File: config.mk
export PLATFORM = sky130hd
export DESIGN_NAME = board_move_engine
export DESIGN_NICKNAME = d
export VERILOG_FILES = /design/src/rtl/board_move_engine.sv
export SDC_FILE = /design/constraint.sdc
export NUM_CORES = 1
export LEC_CHECK = 0
export CAP_MARGIN = 15
export CORE_UTILIZATION = 40
export CTS_CLUSTER_SIZE = 24
export DETAILED_ROUTE_END_ITERATION = 8
export PLACE_DENSITY_LB_ADDON = 0.08
export SLEW_MARGIN = 20
export SYNTH_ARGS = -nofsm -noshare
export SYNTH_HDL_FRONTEND = slang
export SYNTH_SLANG_ARGS = --single-unit
export TNS_END_PERCENT = 10
File: constraint.sdc
create_clock -name clk -period 12.6 [get_ports clk]
set_input_delay 2.52 -clock clk [delete_from_list [all_inputs] [get_ports clk]]
set_output_delay 2.52 -clock clk [all_outputs]
set_load 0.1 [all_outputs]
File: src/rtl/board_move_engine.sv
`default_nettype none
// ============================================================================
// Module   : board_move_engine
// Purpose  : 4x4 board register with slide/merge moves, one line per clock,
//            plus score accumulator and sticky win flag.
// Revision : 1.0  initial release
// ============================================================================
module board_move_engine #(
  parameter int WIN_EXP = 11,
  parameter int SCORE_W = 24
) (
  input  logic               clk,
  input  logic               rst,
  input  logic               up,
  input  logic               down,
  input  logic               left,
  input  logic               right,
  input  logic               gen_busy,
  input  logic               ld,
  input  logic [63:0]        ld_board,
  output logic [63:0]        board,
  output logic               busy,
  output logic               done,
  output logic               moved,
  output logic [SCORE_W-1:0] score,
  output logic               win
);

  typedef enum logic [1:0] {
    S_IDLE = 2'd0,
    S_LINE = 2'd1,
    S_DONE = 2'd2
  } state_t;

  localparam logic [1:0] c_dir_up    = 2'd0;
  localparam logic [1:0] c_dir_down  = 2'd1;
  localparam logic [1:0] c_dir_left  = 2'd2;
  localparam logic [1:0] c_dir_right = 2'd3;
  localparam logic [4:0] c_win_exp   = 5'(WIN_EXP);

  state_t             r_state;
  state_t             w_state_nxt;
  logic [63:0]        r_board;
  logic [SCORE_W-1:0] r_score;
  logic               r_win;
  logic               r_changed;
  logic [1:0]         r_dir;
  logic [1:0]         r_idx;
  logic [3:0]         r_prev;

  logic [3:0]         w_btn;
  logic [3:0]         w_edge;
  logic [1:0]         w_dir_sel;
  logic               w_accept;
  logic [3:0]         w_pos [4];
  logic [15:0]        w_old;
  logic [15:0]        w_cmp;
  logic [15:0]        w_mrg;
  logic [15:0]        w_new;
  logic [SCORE_W-1:0] w_gain;
  logic               w_win_hit;
  logic               w_line_chg;

  // Packs the non-empty tiles of a line toward element 0.
  function automatic logic [15:0] f_compact(input logic [15:0] l);
    logic [15:0] o;
    logic [1:0]  k;
    o = '0;
    k = '0;
    for (int j = 0; j < 4; j++) begin
      if (l[4*j +: 4] != 4'd0) begin
        o[{k, 2'b00} +: 4] = l[4*j +: 4];
        k = k + 2'd1;
      end
    end
    return o;
  endfunction

  assign w_btn  = {up, down, left, right};
  assign w_edge = w_btn & ~r_prev;

  always_comb begin
    w_dir_sel = c_dir_right;
    if (w_edge[3])      w_dir_sel = c_dir_up;
    else if (w_edge[2]) w_dir_sel = c_dir_down;
    else if (w_edge[1]) w_dir_sel = c_dir_left;
  end

  assign w_accept = (r_state == S_IDLE) && !gen_busy && !ld && (w_edge != 4'b0000);

  // Board tile index of each line element; element 0 is the leading edge.
  always_comb begin
    w_old = '0;
    for (int j = 0; j < 4; j++) begin
      case (r_dir)
        c_dir_left:  w_pos[j] = {r_idx, 2'(j)};
        c_dir_right: w_pos[j] = {r_idx, 2'(3 - j)};
        c_dir_up:    w_pos[j] = {2'(j), r_idx};
        default:     w_pos[j] = {2'(3 - j), r_idx};
      endcase
      w_old[4*j +: 4] = r_board[{w_pos[j], 2'b00} +: 4];
    end
  end

  assign w_cmp = f_compact(w_old);

  // A merged tile's partner is skipped so nothing merges twice in a move.
  always_comb begin
    logic       skip;
    logic [4:0] e;
    w_mrg     = w_cmp;
    w_gain    = '0;
    w_win_hit = 1'b0;
    skip      = 1'b0;
    e         = '0;
    for (int j = 0; j < 3; j++) begin
      e = {1'b0, w_cmp[4*j +: 4]} + 5'd1;
      if (skip) begin
        skip = 1'b0;
      end else if (w_cmp[4*j +: 4] != 4'd0 &&
                   w_cmp[4*j +: 4] == w_cmp[4*(j+1) +: 4] &&
                   w_cmp[4*j +: 4] != 4'hF) begin
        w_mrg[4*j +: 4]     = e[3:0];
        w_mrg[4*(j+1) +: 4] = 4'd0;
        skip                = 1'b1;
        w_gain              = w_gain + (SCORE_W'(1) << e);
        if (e >= c_win_exp) w_win_hit = 1'b1;
      end
    end
  end

  assign w_new      = f_compact(w_mrg);
  assign w_line_chg = (w_new != w_old);

  always_ff @(posedge clk or posedge rst) begin
    if (rst) begin
      r_state   <= S_IDLE;
      r_board   <= '0;
      r_score   <= '0;
      r_win     <= 1'b0;
      r_changed <= 1'b0;
      r_dir     <= c_dir_up;
      r_idx     <= 2'd0;
      r_prev    <= 4'b0000;
    end else begin
      r_state <= w_state_nxt;
      r_prev  <= w_btn;
      case (r_state)
        S_IDLE: begin
          if (w_accept) begin
            r_dir     <= w_dir_sel;
            r_idx     <= 2'd0;
            r_changed <= 1'b0;
          end else if (ld) begin
            r_board <= ld_board;
          end
        end
        S_LINE: begin
          for (int j = 0; j < 4; j++) begin
            r_board[{w_pos[j], 2'b00} +: 4] <= w_new[4*j +: 4];
          end
          r_idx     <= r_idx + 2'd1;
          r_changed <= r_changed | w_line_chg;
          r_score   <= r_score + w_gain;
          if (w_win_hit) r_win <= 1'b1;
        end
        default: ;
      endcase
    end
  end

  always_comb begin
    w_state_nxt = r_state;
    busy        = 1'b0;
    done        = 1'b0;
    moved       = 1'b0;
    case (r_state)
      S_IDLE: if (w_accept) w_state_nxt = S_LINE;
      S_LINE: begin
        busy = 1'b1;
        if (r_idx == 2'd3) w_state_nxt = S_DONE;
      end
      S_DONE: begin
        busy        = 1'b1;
        done        = 1'b1;
        moved       = r_changed;
        w_state_nxt = S_IDLE;
      end
      default: w_state_nxt = S_IDLE;
    endcase
  end

  assign board = r_board;
  assign score = r_score;
  assign win   = r_win;

endmodule
`default_nettype wire

==> impl_metrics.csv <==
group,metric,value,unit
routing,drc,0,
yosys,netlist_instances,2366,
cts,insertion_delay,390,ps
cts,cts_sinks,100,
sta,period_share,0.940,
setup_path,crit-reg2reg-launch,"r_idx[1]$_DFFE_PP0P_",
cts,cts_tree,"yes",
placed_design,hpwl,67400,µm
setup_path,cp_max_fo,33,
setup_path,worst_ep_required_time,12870,ps
final_layout,drive_gt1_frac,0.105,
sta,clock_skew,11.4,ps
routing,antenna_left,0,
min_path,min_path_type,"flop to flop",
setup_path,critPathKind,"flop to flop",
run,cap_viol_max_count,0,
global_route,grt_overflow,0,
die,core_area,0.0421,mm²
setup_path,cp_slowest_cell,"nor2b_1",
routing,via_per_inst,6.72,
die,die_h,209,µm
yosys,ys_seq_area_frac,0.146,
cts,clock_path_buffers,2,
yosys,yosysWarningCount,0,
die,die_w,209,µm
setup_path,start_kind,"flop",
sta,period_needed,11850,ps
global_route,antenna_found_initial,7,
setup_path,crit_start,"r_idx[1]$_DFFE_PP0P_",
routing,drt_wl_total,86100,µm
yosys,synth_enable_flop_cells,0,
final_layout,area_delta_synth_final,17.7,%
sta,fin_tns_setup,0,ps
yosys,synth-seq-cells,100,
yosys,synth_area,0.0172,mm²
yosys,yosysTopAreaCell,"dfrtp_1",
setup_path,worst_setup_path_end_kind,"flop",
sta,hold_viol_final,0,
yosys,syn_avg_cell_area,7.26,µm²
global_route,first_global_vias,19100,
yosys,async_flop_share,1.00,
sta,slew_headroom,0.303,
setup_path,slowest_delay,590,ps
cts,cts_root_buf,"clkbuf_16",
cts,cts_max_level,3,
setup_path,arrival,12120,ps
final_layout,fin_nets,2725,
yosys,yosys-top-cells-area,"dfrtp_1, ha_1, a21oi_1",
cts,numCtsBuffers,9,
global_route,grt_max_degree,61,
sta,setup_viol,0,
min_path,min_from,"win$_DFFE_PP0P_",
sta,clock.fmax,84.4,MHz
routing,wl_per_cell,28.0,µm
sta,tightestPinTransition,1050,ps
cts,clk_pin_slew,80,ps
die,rows,75,
routing,via_count,20700,
yosys,yosysUniqueCellTypes,117,
placed_design,gp_congestion,1.04,
sta,rsz0062_at_grt,"no",
die,die_area,0.0438,mm²
die,io_pins,164,
die,initial_utilization,0.408,
placed_design,io_buffers,163,
yosys,synth_top_area_share,0.146,
yosys,synth_flop_cell,"dfrtp_1",
routing,drt_iter0_drc,2760,
global_route,gr-usage-all-layers,0.384,
routing,dr.pass1.iters,9,
global_route,grt_pass1_wl,126000,µm
setup_path,critPathMostFrequentCell,"o21ai_0",
sta,drv_slew,0,
run_status,status,"completed",
[layout by cell type (no fill, tap or decap), types with 35 or more instances in the layout]
cell type / netlist / final
or3_1: 37 / 37
nor2_1: 211 / 209
nand3_1: 68 / 68
nor3_1: 91 / 91
o31ai_1: 36 / 35
o21ai_0: 150 / 150
a21o_1: 39 / 39
nor2b_1: 52 / 51
inv_1: 100 / 98
and3_1: 45 / 45
clkdlybuf4s50_1: 0 / 163
ha_1: 122 / 121
xnor2_1: 65 / 65
mux2_2: 37 / 37
buf_4: 14 / 113
nand2b_1: 47 / 46
and2_1: 55 / 55
a21oi_1: 168 / 168
a221oi_1: 57 / 57
o22ai_1: 37 / 37
a31oi_1: 42 / 42
dfrtp_1: 100 / 96
nand2_1: 219 / 218
[final timing paths]
path                            slack (ps)  cells after the start                     to
worst min register to register         480                      1        win$_DFFE_PP0P_
worst max register to register         750                     49  score[22]$_DFFE_PP0P_
max in group asynchronous             8710                      3   r_dir[0]$_DFFE_PP0P_
worst min-delay path                   480                      1        win$_DFFE_PP0P_
worst max-delay path                   750                     49  score[22]$_DFFE_PP0P_
min in group asynchronous             2630                      2  score[11]$_DFFE_PP0P_
[per-layer routing]
metal  GRT usage  share of wire
met4       0.152          0.037
met2       0.551           0.41
met3      0.0816           0.10
met5           0        0.00031
met1       0.554           0.45
[cell type report]
type                    instances  area, µm²
fillers                      4280      21900
multi-input cells            2029      13700
repair buffers                285       2640
flip-flops and latches        100       2510
well taps                     539        674
inverters                     103        398
clock buffers                  10        229
clock inverters                 5        108
diodes                          3       7.51
[worst max-delay path, delay by kind of cell, from the launching register on]
family	cells	cell delay, ps
fa+ha+maj	6	1990
simple gates	10	2450
compound gates	24	5180
xor+xnor	5	830
mux	1	260
buf+inv	3	420
flops	1	550
[per-stage QoR]
stage	cells	instance area [µm²]	util	hold WS, ps	worst slack [ps]
3_3_place_gp	3052	19700	0.469	470	859
4_1_cts	3068	20100	0.477	484	470
6_report	3074	20200	0.480	484	751
2_1_floorplan	2378	17200	-	517	985
3_5_place_dp	3053	19800	0.469	470	553
5_1_grt	3074	20200	0.480	496	35.9
[repair_timing]
item | CTS | global route
hold buffers | 0 | 0
buffers inserted | 0 | 1
gates resized for setup | 0 | 21
endpoints found under the setup margin | 0 | 6
[cells by family after synthesis]
kind of cell | count (synthesis) | share of synthesized area
fa+ha+maj | 125 | 0.0923
simple gates | 911 | 0.265
other cells | 1 | 0.000218
flops | 100 | 0.146
buf+inv | 249 | 0.0680
mux | 59 | 0.0385
compound gates | 839 | 0.349
xor+xnor | 82 | 0.0418
[synthesized netlist by cell type (10+ instances only)]
library cell / number
nand2_1: 219
nor2_1: 211
a21oi_1: 168
o21ai_0: 150
ha_1: 122
dfrtp_1: 100
inv_1: 100
nor3_1: 91
nand3_1: 68
xnor2_1: 65
clkbuf_1: 59
a221oi_1: 57
and2_1: 55
nor2b_1: 52
nand2b_1: 47
and3_1: 45
buf_2: 43
a31oi_1: 42
a21o_1: 39
mux2_2: 37
o22ai_1: 37
or3_1: 37
o31ai_1: 36
a211oi_1: 28
a221o_1: 20
a2bb2oi_1: 18
mux2i_1: 18
o211ai_1: 17
xor2_1: 17
buf_6: 16
or2_2: 16
a211o_1: 15
buf_4: 14
a21boi_0: 13
o21a_1: 13
buf_1: 12
o221ai_1: 12
o21bai_1: 11
a41oi_1: 10
nor3b_1: 10
o2111ai_1: 10
[sequential cells by signal, summed over array words and instances (netlist names)]
name and count:
board 64, r_changed 1, r_dir 2, r_idx 2
r_prev 4, r_state 2, score 24, win 1
Power is left out: the tool's default activity adds up to more than one toggle a clock period on the data nets, which glitch-free logic cannot reach.
==> RTL edit: new RTL, config.mk and constraints unchanged <==
Reset style: synchronous (`rst`), changed in one clocked block.
--- a/src/rtl/board_move_engine.sv
+++ b/src/rtl/board_move_engine.sv
@@ -134,3 +134,3 @@
 
-  always_ff @(posedge clk or posedge rst) begin
+  always_ff @(posedge clk) begin
     if (rst) begin
Check against the original RTL: differs if rst is asserted again (counterexample within 4 cycles, from zero or initial values and one cycle with rst high); with rst held inactive, the same outputs for 4 cycles.
==> RTL edit against the unedited design <==
Worst hold slack better by 0.018 ns; routed wire length is 3.0% higher; clock skew is 0.015 ns higher; design area is 1.2% lower; synthesized area is 1.7% lower; setup slack better by 0.090 ns; sequential cell count stayed put.
Power is left out: it rests on default switching activity, and per cell area and clock period it moved more than threefold.
==> RTL edit: results (changes against the unedited design) <==
* Status: finished clean
* Reg2Reg Capture Point: score[23]
* 1st-pass router iterations at 6 (-3)
* R2R Setup Slk at 0.84 ns (+0.09 ns)
* Reg2Reg Launch Point: r_dir[0]
* Sequential element share of the synthesized area at 11.9% (-2.7 points)
* Final nets at 2816 (+3.3%)
* CP max-delay cell: or4_1
* Worst hold start: win
* GRT Util Overall at 39.2% (+0.84 points)
* Worst-path clk slew at 0.08 ns (about the same)
* Final Skew at 0.0259 ns (+0.0146 ns)
* Cts bufs inserted at 9 (unchanged)
* Asr flop ratio synth at 0% (-100 points)
* Port bufs at 163 (unchanged)
* Initial antenna violation count at 2 (-5)
* Final hold slack at 0.502 ns (+0.0181 ns)
* Worst skew pair latency at 0.42 ns (+0.03 ns)
* Hold EP: win
* Clock root buffer master: clkbuf_16
* Vias per cell at 6.72 (about the same)
* CP max FO at 21 (-36%)
* Layout cell share with drive strength beyond 1 at 10.5% (+0.014 points)
* Worst-margin pin slew at 1.21 ns (+0.165 ns)
* Data arrival, critical path at 12.03 ns (-0.09 ns)
* First-pass GRT wire length at 128000 um (+1.0%)
* Iteration-0 DRC Markers at 2926 (+6.0%)
* HPWL Detailed at 68500 um (+1.7%)
* Most area-consuming cells after synthesis: dfxtp_1 (12%), ha_1 (9.0%), a21oi_1 (6.2%), nor2_1 (5.7%), nand2_1 (5.0%)
* H-tree depth at 3 (unchanged)
* Distinct cells, synth at 113 (-3.4%)
* Routability Congestion at 1.04 (+0.19%)
* WL/cell at 28.1 um (+0.22%)
* Most frequent cells after synthesis: nor2_1 (256), nand2_1 (226), a21oi_1 (208)
* Vias in the first global route at 19200 (+0.53%)
* Commonest non-fill, non-tap cell in the layout: nor2_1
* Pin count of the biggest net entering global routing at 74 (+21%)
* Hold depth at 2 (+1)
* Reg2reg path depth at 58 (+18%)
RTL edit: changes by cell type after synthesis, sizes merged, moves of 21 or more:
| cell | change |
|---|---|
| and3 | +23 |
| a221oi | -30 |
| o21ai | +26 |
| nor3 | -36 |
| dfrtp | -100 |
| dfxtp | +100 |
| a21oi | +40 |
| o22ai | +27 |
| o221ai | +21 |
| nor2 | +48 |
| mux2 | -29 |
RTL edit: final cells by class:
cell class | count | area, um2
timing repair buffer | 312 | 2770
sequential | 100 | 2020
fill | 4213 | 21200
clock buffer | 10 | 229
inverter | 90 | 342
tap | 532 | 666
antenna | 3 | 7.51
clock inverter | 6 | 82.6
multi-input combinational | 2106 | 13900
RTL edit: cell families (layout without fill, tap and decap cells):
kind of cell / count (synthesis) / in the layout / share of synthesized area, %
AOI/OAI and AO/OA: 909 / 909 / 37.3
xor gates and xnor gates: 71 / 71 / 3.68
adders and majority gates: 125 / 125 / 9.39
buffers and inverters: 245 / 418 / 6.84
DFF: 100 / 100 / 11.9
muxes: 46 / 46 / 3.19
other: 1 / 16 / 0.0222
and+or+nand+nor: 942 / 942 / 27.7
RTL edit: how the worst max path moves through the flow:
stage                     startpoint        end  slack (ns)  cells past startpoint
final                       r_dir[0]  score[23]        0.84                     58
after global routing        r_dir[1]  score[23]        0.04                     57
after CTS                   r_dir[1]  score[23]        0.43                     56
after detailed placement    r_dir[1]  score[23]        0.49                     56
after global placement      r_dir[1]  score[23]        0.57                     55
after floorplan             r_dir[1]  score[23]        1.18                     60
RTL edit: routing by layer:
layer | vias to the layer above | GRT usage (%) | wire length [um]
met5 | - | 0 | 13
met2 | 1371 | 56.6 | 36200
met4 | 2 | 15.5 | 3760
met3 | 244 | 12.2 | 10800
met1 | 10000 | 53.8 | 37800
li1 | 9565 | - | -
RTL edit: stage by stage:
stage | worst slack, ns | std cells | instance area [um2] | utilization, %
6_report | 0.841 | 3159 | 20000 | 48.5
5_1_grt | 0.0380 | 3156 | 20000 | 48.5
4_1_cts | 0.429 | 3150 | 19800 | 48.1
3_5_place_dp | 0.485 | 3134 | 19500 | 47.4
3_3_place_gp | 0.566 | 3134 | 19500 | 47.4
2_1_floorplan | 1.18 | 2451 | 16900 | -
RTL edit: tightest hold or removal path, stage by stage, from the launching register on:
cell     delay (ns)
dfxtp_1        0.34
a21oi_1        0.05
nor2_1         0.08
RTL edit: what timing repair did:
item | in CTS | in global routing
endpoints found under the setup margin | 0 | 7
buffers inserted | 0 | 6
resized for setup | 0 | 29
